--- config.mk ---
export PLATFORM = sky130hd
export DESIGN_NAME = ram_arbiter
export DESIGN_NICKNAME = d
export VERILOG_FILES = /design/src/rtl/albacore_mem_pkg.sv /design/src/rtl/ram_arbiter.sv
export SDC_FILE = /design/constraint.sdc
export NUM_CORES = 1
export LEC_CHECK = 0
export BUFFER_PORTS_ARGS = -buffer_cell sky130_fd_sc_hd__buf_2
export CORE_MARGIN = 5
export CORE_UTILIZATION = 36
export DETAILED_ROUTE_END_ITERATION = 10
export PLACE_DENSITY = 0.88
export RECOVER_POWER = 50
export SLEW_MARGIN = 40
export SYNTH_ARGS = -nofsm -noshare
export SYNTH_HDL_FRONTEND = slang
export SYNTH_SLANG_ARGS = --single-unit
--- constraint.sdc ---
create_clock -name clk -period 3 [get_ports clk]
set_clock_uncertainty 0.15 [all_clocks]
set_input_delay 0.3 -clock clk [delete_from_list [all_inputs] [get_ports clk]]
set_output_delay 0.3 -clock clk [all_outputs]
set_load 0.01 [all_outputs]
--- src/rtl/albacore_mem_pkg.sv ---
// Shared definitions for the albacore memory subsystem: widths, owner encoding,
// port identifiers and small helpers used by the RAM arbiter.
package albacore_mem_pkg;

   localparam int AW_DEF = 16;
   localparam int DW_DEF = 16;

   typedef enum logic [1:0] {
      OWN_NONE = 2'd0,
      OWN_P0   = 2'd1,
      OWN_P1   = 2'd2
   } owner_t;

   localparam logic PORT0 = 1'b0;
   localparam logic PORT1 = 1'b1;

   // Counter width able to hold 0..max_burst; an unlimited burst still needs one bit.
   function automatic int burst_width(input int max_burst);
      return (max_burst < 1) ? 1 : $clog2(max_burst + 1);
   endfunction

   function automatic owner_t owner_of(input logic port);
      return (port == PORT1) ? OWN_P1 : OWN_P0;
   endfunction

   function automatic logic [1:0] port_mask(input logic port);
      return (port == PORT1) ? 2'b10 : 2'b01;
   endfunction

endpackage

--- src/rtl/ram_arbiter.sv ---
// Two-port round-robin arbiter in front of a single-port synchronous RAM, with
// optional locked bursts and routing of the 1-cycle registered read data.
module ram_arbiter
   import albacore_mem_pkg::*;
#(
   parameter int AW        = AW_DEF,
   parameter int DW        = DW_DEF,
   parameter int MAX_BURST = 16
) (
   input  logic          clk,
   input  logic          reset,
   input  logic          m0_req,
   input  logic          m0_we,
   input  logic [AW-1:0] m0_addr,
   input  logic [DW-1:0] m0_wdata,
   input  logic          m0_lock,
   output logic          m0_ack,
   output logic          m0_rvalid,
   output logic [DW-1:0] m0_rdata,
   input  logic          m1_req,
   input  logic          m1_we,
   input  logic [AW-1:0] m1_addr,
   input  logic [DW-1:0] m1_wdata,
   input  logic          m1_lock,
   output logic          m1_ack,
   output logic          m1_rvalid,
   output logic [DW-1:0] m1_rdata,
   output logic [AW-1:0] ram_addr,
   output logic [DW-1:0] ram_din,
   output logic          ram_we,
   input  logic [DW-1:0] ram_dout
);

   localparam int            BW        = burst_width(MAX_BURST);
   localparam bit            LIMIT_ON  = (MAX_BURST != 0);
   localparam logic [BW-1:0] BURST_MAX = BW'(MAX_BURST);

   owner_t        owner_r, owner_nx_s;
   logic          rr_last_r, rr_last_nx_s;
   logic [BW-1:0] burst_cnt_r, burst_cnt_nx_s, burst_inc_s;
   // A port whose burst hit the limit may not relock until it drops lock once.
   logic [1:0]    relock_blk_r, relock_blk_nx_s;
   logic          tag_valid_r, tag_valid_nx_s;
   logic          tag_port_r, tag_port_nx_s;

   logic          win_valid_s, win_port_s, win_we_s, win_lock_s, win_blk_s;
   logic          own_lock_s, limit_hit_s;

   assign win_we_s    = (win_port_s == PORT1) ? m1_we : m0_we;
   assign win_lock_s  = (win_port_s == PORT1) ? m1_lock : m0_lock;
   assign win_blk_s   = (win_port_s == PORT1) ? relock_blk_r[1] : relock_blk_r[0];
   assign own_lock_s  = (owner_r == OWN_P1) ? m1_lock : m0_lock;
   assign burst_inc_s = burst_cnt_r + BW'(1'b1);
   assign limit_hit_s = LIMIT_ON && (burst_inc_s == BURST_MAX);

   // Grant decision for the current cycle from requests, owner and round-robin pointer.
   always_comb begin
      win_valid_s = 1'b0;
      win_port_s  = PORT0;
      if (reset) begin
         win_valid_s = 1'b0;
         win_port_s  = PORT0;
      end else begin
         case (owner_r)
            OWN_P0: begin
               win_valid_s = m0_req;
               win_port_s  = PORT0;
            end
            OWN_P1: begin
               win_valid_s = m1_req;
               win_port_s  = PORT1;
            end
            default: begin
               if (m0_req && m1_req) begin
                  win_valid_s = 1'b1;
                  win_port_s  = ~rr_last_r;
               end else if (m0_req) begin
                  win_valid_s = 1'b1;
                  win_port_s  = PORT0;
               end else if (m1_req) begin
                  win_valid_s = 1'b1;
                  win_port_s  = PORT1;
               end else begin
                  win_valid_s = 1'b0;
                  win_port_s  = PORT0;
               end
            end
         endcase
      end
   end

   // Next ownership, burst count, round-robin pointer and read tag.
   always_comb begin
      owner_nx_s      = owner_r;
      burst_cnt_nx_s  = burst_cnt_r;
      relock_blk_nx_s = relock_blk_r & {m1_lock, m0_lock};
      rr_last_nx_s    = win_valid_s ? win_port_s : rr_last_r;
      tag_valid_nx_s  = win_valid_s & ~win_we_s;
      tag_port_nx_s   = win_port_s;
      case (owner_r)
         OWN_P0, OWN_P1: begin
            if (!own_lock_s) begin
               owner_nx_s     = OWN_NONE;
               burst_cnt_nx_s = {BW{1'b0}};
            end else if (win_valid_s && limit_hit_s) begin
               owner_nx_s      = OWN_NONE;
               burst_cnt_nx_s  = {BW{1'b0}};
               relock_blk_nx_s = relock_blk_nx_s | port_mask(win_port_s);
            end else if (win_valid_s) begin
               burst_cnt_nx_s = burst_inc_s;
            end else begin
               burst_cnt_nx_s = burst_cnt_r;
            end
         end
         default: begin
            if (win_valid_s && win_lock_s && !win_blk_s) begin
               if (limit_hit_s) begin
                  owner_nx_s      = OWN_NONE;
                  burst_cnt_nx_s  = {BW{1'b0}};
                  relock_blk_nx_s = relock_blk_nx_s | port_mask(win_port_s);
               end else begin
                  owner_nx_s     = owner_of(win_port_s);
                  burst_cnt_nx_s = burst_inc_s;
               end
            end else begin
               owner_nx_s     = OWN_NONE;
               burst_cnt_nx_s = {BW{1'b0}};
            end
         end
      endcase
   end

   // State register.
   always_ff @(posedge clk) begin
      if (reset) begin
         owner_r      <= OWN_NONE;
         rr_last_r    <= PORT1;
         burst_cnt_r  <= {BW{1'b0}};
         relock_blk_r <= 2'b00;
         tag_valid_r  <= 1'b0;
         tag_port_r   <= PORT0;
      end else begin
         owner_r      <= owner_nx_s;
         rr_last_r    <= rr_last_nx_s;
         burst_cnt_r  <= burst_cnt_nx_s;
         relock_blk_r <= relock_blk_nx_s;
         tag_valid_r  <= tag_valid_nx_s;
         tag_port_r   <= tag_port_nx_s;
      end
   end

   // Acks and RAM command; port 0's command is parked on the bus when idle.
   always_comb begin
      m0_ack = win_valid_s & (win_port_s == PORT0);
      m1_ack = win_valid_s & (win_port_s == PORT1);
      ram_we = win_valid_s & win_we_s;
      if (win_valid_s && (win_port_s == PORT1)) begin
         ram_addr = m1_addr;
         ram_din  = m1_wdata;
      end else begin
         ram_addr = m0_addr;
         ram_din  = m0_wdata;
      end
   end

   assign m0_rvalid = tag_valid_r & (tag_port_r == PORT0);
   assign m1_rvalid = tag_valid_r & (tag_port_r == PORT1);
   assign m0_rdata  = ram_dout;
   assign m1_rdata  = ram_dout;

endmodule
==> flow_summary.ini <==
[yosys]
synth_seq_area_share_pct = 15.5
yosysWarnings = 0
synth_top_family_by_area = multiplexers
syn_nets = 242
synthSimpleGateAreaFrac_pct = 11.2
synth_compound_area_share_pct = 13.0
muxShareOfSynthArea_pct = 34.8
synth.avg_cell_area_um2 = 10.2
synthXorXnorAreaFrac_pct = 1.13
netlist_instances = 151
synth_fa_ha_area_share_pct = 2.43
ys_types = 37
syn_area_um2 = 1550
synth-seq-cells = 12

[timing]
worst_pin_slew_ns = 0.619
hold_viol_final = 0
slew_viol_final = 0
relSlewSlack_pct = 58.5
setup_slack_ns = 0.205
layout_worst_path_cycle_share_pct = 93.2
rsz0062_at_grt = no
fmax_ghz = 0.358
tns_ns = 0
post-route-min-period_ns = 2.80
setup_viol = 0

[cts]
cts_made_buffers = 3
ctsLongestPathBuffers = 2
tritoncts = built
htree_num_levels = 1
cts_root_buf = clkbuf_8
postCtsSetupBuffers = 0
cts.reportedPaths.clkPinSlew_ns = 0.05
cts_resized = 0
clock-sinks = 12
postCtsHoldBufs = 0
clock_latency_ns = 0.24

[floorplanning]
die_w_um = 75.6
fp.dieH_um = 75.6
core_um2 = 4090
core.rowCount = 23
die_area_um2 = 5710
num_io_pins = 157
start_util_pct = 37.9

[grt]
grt_use_total_pct = 14.6
grt_pass1_vias = 1352
antenna_found_initial = 0
grt_pass1_wl_um = 6380
overflow = 0
grt_max_degree = 34

[place]
pre_cts_ws_ns = 0.276
finalWeightedCongestion = 0.948
io_buffers = 108
dp_hpwl_um = 4060

[routing]
dr_wl_met3_um = 749
met1_length_um = 1660
vias_per_cell = 5.02
ant_nets = 0
top_layer_used = met4
wl_per_cell_um = 17.7
wl_met2_um = 2420
route.detailed.drc = 0
finalWirelength_um = 4880
drt_iter0_markers = 33
dr.pass1.iters = 4
vias = 1386

[layout]
drive_gt1_share_pct = 66.4
antenna_cells = 0
layout_common_cells = buf_2, mux2_4, dfxtp_1
nNetsFinal = 319
final_core_util_pct = 45.5
syn_to_final_growth_pct = 20.2
layout.cells.most_common = buf_2

[power]
p_total_w = 0.000556
power_density_nw_per_um2 = 299
power.leakage_nw = 0.940
ir_drop_v = 0.000201

[worst_setup_path]
crit_type = reg2out
startpoint_type = flop
cp_max_fo = 17
setup.worst_path.end_class = output pin
required_ns = 2.55
critPathArrivalTime_ns = 2.35

[flow_run]
maxCapViolCount = 0

[hold_path]
hp-class = in2reg

[outcome]
status = finished, final reports clean
## sequential cells by signal, summed over array words and instances (netlist names)
register and flops:
rr_last_r 1, owner_r 2, relock_blk_r 2, tag_valid_r 1, burst_cnt_r 5, tag_port_r 1
## worst max-delay path, cell delays in order (launching register included)
cell and delay (ns):
dfxtp_1 0.35, inv_1 0.05, ha_1 0.38, mux2i_4 0.27, nor2_8 0.16, and2_4 0.36, mux2_1 0.37, buf_2 0.15
## cell usage after synthesis, drive strengths merged
cell type | count | area [um^2]
buf | 37 | 325
mux2 | 34 | 495
dfxtp | 12 | 240
nor2 | 10 | 53.8
nand2 | 8 | 30.0
o21ai | 7 | 35.0
and2 | 6 | 42.5
a22oi | 4 | 35.0
inv | 4 | 15.0
ha | 3 | 37.5
mux2i | 3 | 42.5
nor2b | 3 | 18.8
a21oi | 2 | 13.8
a32o | 2 | 20.0
nand3 | 2 | 10.0
o31ai | 2 | 20.0
or2 | 2 | 12.5
xor2 | 2 | 17.5
a211oi | 1 | 20.0
a21boi | 1 | 11.3
a21o | 1 | 7.51
a311oi | 1 | 15.0
a32oi | 1 | 8.76
nor3 | 1 | 5.00
o2111ai | 1 | 8.76
o22ai | 1 | 6.26
## final timing paths
| path | slack [ns] | from | end | cells past startpoint |
|---|---|---|---|---|
| worst max register to register | 0.59 | owner_r[0] | burst_cnt_r[4] | 7 |
| worst min-delay path | 0.18 | m0_lock | relock_blk_r[0] | 3 |
| worst min register to register | 0.35 | relock_blk_r[1] | relock_blk_r[1] | 2 |
| worst max-delay path | 0.20 | owner_r[0] | ram_addr[15] | 7 |
## logic make-up after synthesis
kind of cell,count (synthesis)
buf+inv,41
mux,37
simple gates,32
compound gates,24
flops,12
fa+ha+maj,3
xor+xnor,2
## stage by stage
step,hold slack [ns],area [um^2],instances
final,0.184,1860,276
after global routing,0.203,1860,276
after CTS,0.185,1870,275
after detailed placement,0.324,1830,272
after global placement,0.318,1830,272
after floorplan,0.296,1550,151
## final cells by class
type	count	area [um^2]
fill	383	2230
multi-input combinational	99	963
timing repair buffer	108	538
sequential	12	240
tap	50	62.6
clock buffer	3	41.3
inverter	4	15.0
## where the power goes
| part | switching, W | leakage, nW | internal [W] | total [W] |
|---|---|---|---|---|
| logic | 0.000109 | 0.821 | 0.000130 | 0.000240 |
| clock network | 0.0000589 | 0.0216 | 0.0000884 | 0.000147 |
| registers | 0.00000365 | 0.0976 | 0.000165 | 0.000169 |
## routing by layer
metal | global-route usage, % | vias to the layer above
li1 | - | 650
met1 | 14.6 | 637
met2 | 26.4 | 92
met3 | 7.92 | 7
met4 | 3.50 | 0
met5 | 0 | -
Note: power is estimated with default switching activity, not from simulation.
